$ cat config.mk
export PLATFORM = sky130hd
export DESIGN_NAME = regfile_write_arbiter
export DESIGN_NICKNAME = d
export VERILOG_FILES = /design/src/rtl/regfile_write_arbiter.sv
export SDC_FILE = /design/constraint.sdc
export NUM_CORES = 1
export LEC_CHECK = 0
export BUFFER_PORTS_ARGS = -buffer_cell sky130_fd_sc_hd__buf_2
export CAP_MARGIN = 0
export CORE_MARGIN = 8
export CORE_UTILIZATION = 30
export DETAILED_ROUTE_END_ITERATION = 6
export HOLD_SLACK_MARGIN = 0.08
export PLACE_DENSITY = 0.64
export SKIP_CTS_REPAIR_TIMING = 1
export SYNTH_ARGS = -nofsm -noshare
export SYNTH_HDL_FRONTEND = slang
export SYNTH_SLANG_ARGS = --single-unit
$ cat constraint.sdc
create_clock -name clk -period 4.9 [get_ports clk]
set_input_delay 0.98 -clock clk [delete_from_list [all_inputs] [get_ports clk]]
set_output_delay 0.98 -clock clk [all_outputs]
set_load 0.005 [all_outputs]
$ cat src/rtl/regfile_write_arbiter.sv
// Register-file write-port arbiter with destination scoreboard.
// Two requesters (single-cycle ALU writeback and multi-cycle load/mul unit)
// share one register-file write port under round-robin arbitration. The
// accepted write is presented one cycle later. A 32-entry reservation bitmap
// tracks destinations claimed by in-flight producers and drives the decode stall.
module regfile_write_arbiter #(
    parameter int DATA_W = 32
) (
    input  logic              clk,
    input  logic              reset,
    // requester 0: single-cycle ALU writeback
    input  logic              req0_valid,
    output logic              req0_ready,
    input  logic [4:0]        req0_addr,
    input  logic [DATA_W-1:0] req0_data,
    // requester 1: multi-cycle load/mul unit
    input  logic              req1_valid,
    output logic              req1_ready,
    input  logic [4:0]        req1_addr,
    input  logic [DATA_W-1:0] req1_data,
    // destination reservation from issue
    input  logic              claim_en,
    input  logic [4:0]        claim_addr,
    input  logic              flush,
    // decode-stage hazard check
    input  logic [4:0]        src_addr1,
    input  logic [4:0]        src_addr2,
    output logic              stall,
    output logic [31:0]       pending,
    // register-file write port
    output logic              rf_write_en,
    output logic [4:0]        rf_dst_addr,
    output logic [DATA_W-1:0] rf_dst_data
);

    // Index of the requester granted most recently; 1 after reset so that
    // requester 0 wins the first tie.
    logic              last_grant_reg;
    logic              last_grant_next;

    logic              grant0;
    logic              grant1;
    logic              accept0;
    logic              accept1;

    logic              rf_write_en_reg;
    logic              rf_write_en_next;
    logic [4:0]        rf_dst_addr_reg;
    logic [4:0]        rf_dst_addr_next;
    logic [DATA_W-1:0] rf_dst_data_reg;
    logic [DATA_W-1:0] rf_dst_data_next;

    logic [31:0]       pending_reg;
    logic [31:0]       pending_next;

    // Round-robin grant: a lone requester always wins; on a tie the one not
    // granted last wins. Readies are held low while reset is asserted.
    always_comb begin
        grant0     = req0_valid & (~req1_valid | last_grant_reg);
        grant1     = req1_valid & (~req0_valid | ~last_grant_reg);
        req0_ready = reset & grant0;
        req1_ready = reset & grant1;
        accept0    = req0_valid & req0_ready;
        accept1    = req1_valid & req1_ready;
    end

    // Next write-port contents and arbitration history.
    always_comb begin
        last_grant_next  = last_grant_reg;
        rf_dst_addr_next = rf_dst_addr_reg;
        rf_dst_data_next = rf_dst_data_reg;
        if (accept0) begin
            last_grant_next  = 1'b0;
            rf_dst_addr_next = req0_addr;
            rf_dst_data_next = req0_data;
        end else if (accept1) begin
            last_grant_next  = 1'b1;
            rf_dst_addr_next = req1_addr;
            rf_dst_data_next = req1_data;
        end
        // Writes to r0 are consumed but never reach the register file.
        rf_write_en_next = (accept0 | accept1) & (rf_dst_addr_next != 5'd0);
    end

    // Register r0 can never be reserved.
    assign pending_next[0] = 1'b0;

    // Per-register reservation update: flush clears everything, a claim beats
    // a same-edge clear from an accepted write to the same index.
    generate
        for (genvar gi = 1; gi < 32; gi++) begin : g_pending
            logic set_bit;
            logic clr_bit;
            always_comb begin
                set_bit = claim_en & (claim_addr == 5'(gi));
                clr_bit = (accept0 & (req0_addr == 5'(gi)))
                        | (accept1 & (req1_addr == 5'(gi)));
                if (flush) begin
                    pending_next[gi] = 1'b0;
                end else begin
                    pending_next[gi] = set_bit | (pending_reg[gi] & ~clr_bit);
                end
            end
        end
    endgenerate

    // State registers; reset drops any write not yet presented.
    always_ff @(posedge clk or negedge reset) begin
        if (!reset) begin
            last_grant_reg  <= 1'b1;
            rf_write_en_reg <= 1'b0;
            rf_dst_addr_reg <= '0;
            rf_dst_data_reg <= '0;
            pending_reg     <= '0;
        end else begin
            last_grant_reg  <= last_grant_next;
            rf_write_en_reg <= rf_write_en_next;
            rf_dst_addr_reg <= rf_dst_addr_next;
            rf_dst_data_reg <= rf_dst_data_next;
            pending_reg     <= pending_next;
        end
    end

    // Hazard check against the registered reservations.
    always_comb begin
        stall = pending_reg[src_addr1] | pending_reg[src_addr2];
    end

    assign pending     = pending_reg;
    assign rf_write_en = rf_write_en_reg;
    assign rf_dst_addr = rf_dst_addr_reg;
    assign rf_dst_data = rf_dst_data_reg;

endmodule

==> results.toml <==
[global_routing]
grt.overflow.total = 0
gr-max-usage-layer = "met2"
grt_pass1_wl_mm = 23.8
grt_pass1_vias = 4482
grt_max_degree = 66
grt_usage = 0.163
grtUsageMet3 = 0.0635
grt_antenna_before_repair = 1
met1_usage = 0.209
grt_util_met2 = 0.248

[worst_setup_path]
r2r.worst_path.cells = 7
worstSetupEndpointType = "output pin"
crit_path_start = "reset"
start_kind = "input pin"
rrSetupSlack_ns = 2.70
r2r_end = "pending[17]"
crit_fanout = 39
critPathKind = "input pin to output pin"
rr_startpoint = "last_grant_reg"
required_ns = 3.92
worstSetupEndpoint = "req0_ready"
cp.arrival_ns = 2.71

[final_layout]
drive_gt1_frac = 0.350
stdcell_count = 771
nNetsFinal = 681
syn_to_final_growth_pct = 27.6
largest_register_ff_count = 32
diodes = 0

[clocking]
cts_buffers = 9
cts_tree = "yes"
clk_pin_slew_ns = 0.05
clk_latency_ns = 0.33
ctsLongestPathBuffers = 2
cts_sinks = 70
htreeDepth = 3
cts_root_buffer = "clkbuf_16"

[die]
die_h_um = 135
die_w_um = 135
fp-row-count = 43
die_area_mm2 = 0.0182
core_mm2 = 0.0138
ios = 168
initial_utilization = 0.307

[synth]
postSynthCellCount = 443
synth_compound_area_frac = 0.159
ys_ff_latch = 70
synth_mux_area_frac = 0.178
synth_warnings = 0
syn_avg_cell_area_um2 = 9.57
synth-edff-count = 0
synth_fa_ha_area_frac = 0
synthXorXnorAreaFrac = 0
yosys.cell_types.count = 43
synth_nets = 538
syn_area_mm2 = 0.00424
synth-seq-area-share = 0.413
synthArstFlopShare = 1.00
synth_ff_type = "dfrtp_1"
synth_top_family_by_area = "simple AND/OR/NAND/NOR gates"
synth-simple-area-share = 0.199

[placed_design]
gp_congestion = 0.850
io_buffers = 166
hpwl_mm = 11.6
dp.cells = 755

[power_and_ir_drop]
p_int_mw = 1.14
pwr-share-seq = 0.420
p_comb_frac = 0.183
p_sw_uw = 432
power.density_mw_per_mm2 = 291
ir_drop_v = 0.000140
p_clk_frac = 0.397
p_sw_frac = 0.274
power.leakage_nw = 2.43

[timing]
tightest_slew_ns = 1.25
finalHoldViolCount = 0
rsz0062_at_grt = "false"
fin_tns_setup_ns = 0
slew_viol_final = 0
fin_skew_ns = 0.00509
fin_crit_sh = 0.753
fmax_ghz = 0.271
slew_headroom = 0.164
finalSetupViolCount = 0
period_minus_slack_ns = 3.69

[routing]
via_per_inst = 5.42
ant_nets = 0
post_drt_wl_per_cell_um = 19.1
via_count = 4179
first_pass_iters = 5
first_iter_violations = 229
totalWireLength_mm = 14.7
drcViolationCount = 0

[hold_path]
min_path_type = "register to register"

[job]
timing.max_cap.violations = 0

[status]
status = "completed"
[per-stage QoR]
stage	worst slack, ns	util	total power, mW	hold WS [ns]	instance area (um^2)
2_1_floorplan	1.68	-	0.820	0.473	4240
3_3_place_gp	1.22	0.371	0.954	0.463	5130
3_5_place_dp	1.12	0.371	0.963	0.469	5130
4_1_cts	1.13	0.391	1.60	0.482	5410
5_1_grt	0.959	0.391	1.66	0.509	5410
6_report	1.21	0.391	1.58	0.478	5410
[critical path, cell delays in order]
cell and delay (ns):
buf_2 0.65, nand2_1 0.43, or2_1 0.43, inv_2 0.09, buf_2 0.12
[synth_stat cells, drive strengths merged, types with 3 or more instances]
| master | number | area share |
|---|---|---|
| nand4 | 12 | 0.018 |
| buf | 19 | 0.031 |
| a32oi | 21 | 0.043 |
| o21ai | 40 | 0.048 |
| nand3 | 11 | 0.013 |
| a21oi | 3 | 0.0035 |
| nand2b | 6 | 0.0089 |
| a22oi | 24 | 0.042 |
| inv | 4 | 0.0035 |
| nor3 | 9 | 0.012 |
| dfrtp | 69 | 0.41 |
| nor2 | 41 | 0.036 |
| a31oi | 4 | 0.0059 |
| mux4 | 15 | 0.080 |
| clkbuf | 17 | 0.015 |
| nor4 | 10 | 0.015 |
| mux2i | 37 | 0.087 |
| nand2 | 59 | 0.052 |
| mux2 | 4 | 0.011 |
| nor2b | 17 | 0.026 |
| and2 | 5 | 0.0080 |
[layout by cell type (no fill, tap or decap), types with 2 or more instances in the layout]
master,synthesis,final
a221oi_1,2,2
nor3b_1,2,2
a21oi_1,3,3
a31oi_1,4,4
inv_1,3,3
dfrtp_1,69,69
mux2i_1,37,37
a32oi_1,21,21
o21ai_0,38,37
buf_2,4,166
buf_4,3,2
nor4_1,10,10
clkinv_2,0,2
and2_1,4,4
clkbuf_1,17,3
nor2_1,41,41
a22oi_1,24,24
nand4_1,12,12
o211ai_1,2,2
nand3_1,11,11
nor2b_1,16,16
nand2b_1,6,6
nor3_1,8,8
clkbuf_16,0,9
mux2_2,4,4
nand2_1,59,59
mux4_2,15,15
[worst min-delay path by stage]
| stage | from | to | cells past startpoint |
|---|---|---|---|
| floorplan | rf_dst_data[0] | rf_dst_data[0] | 2 |
| global route | rf_dst_data[23] | rf_dst_data[23] | 2 |
| detailed placement | rf_dst_data[22] | rf_dst_data[22] | 2 |
| CTS | rf_dst_data[22] | rf_dst_data[22] | 2 |
| global placement | rf_dst_data[11] | rf_dst_data[11] | 2 |
| finish | rf_dst_data[22] | rf_dst_data[22] | 2 |
[cells by family (layout without fill, tap and decap cells)]
family | count (synthesis) | after routing
mux | 56 | 56
simple gates | 176 | 176
buf+inv | 40 | 188
flops | 70 | 70
compound gates | 100 | 100
other cells | 1 | 1
[layer usage]
metal,routed length [um],up-vias
met3,1680,16
met2,6460,227
met4,168,2
met1,6390,1994
li1,-,1940
met5,13,-
[cell type report]
cell class              count  area [um^2]
multi-input cells         333         2290
repair buffers            168          846
clock buffers              12          236
well taps                 180          225
flip-flops and latches     70         1750
clock inverters             4         48.8
inverters                   4         15.0
fillers                  1395         8420
[power by group through the flow]
stage	registers [mW]	clock network (mW)	logic, mW
after floorplan	0.671	0	0.149
after global placement	0.671	0	0.283
after detailed placement	0.671	0	0.293
after CTS	0.663	0.643	0.292
after global routing	0.669	0.668	0.324
final	0.663	0.626	0.288
Note: power is estimated with default switching activity, not from simulation.
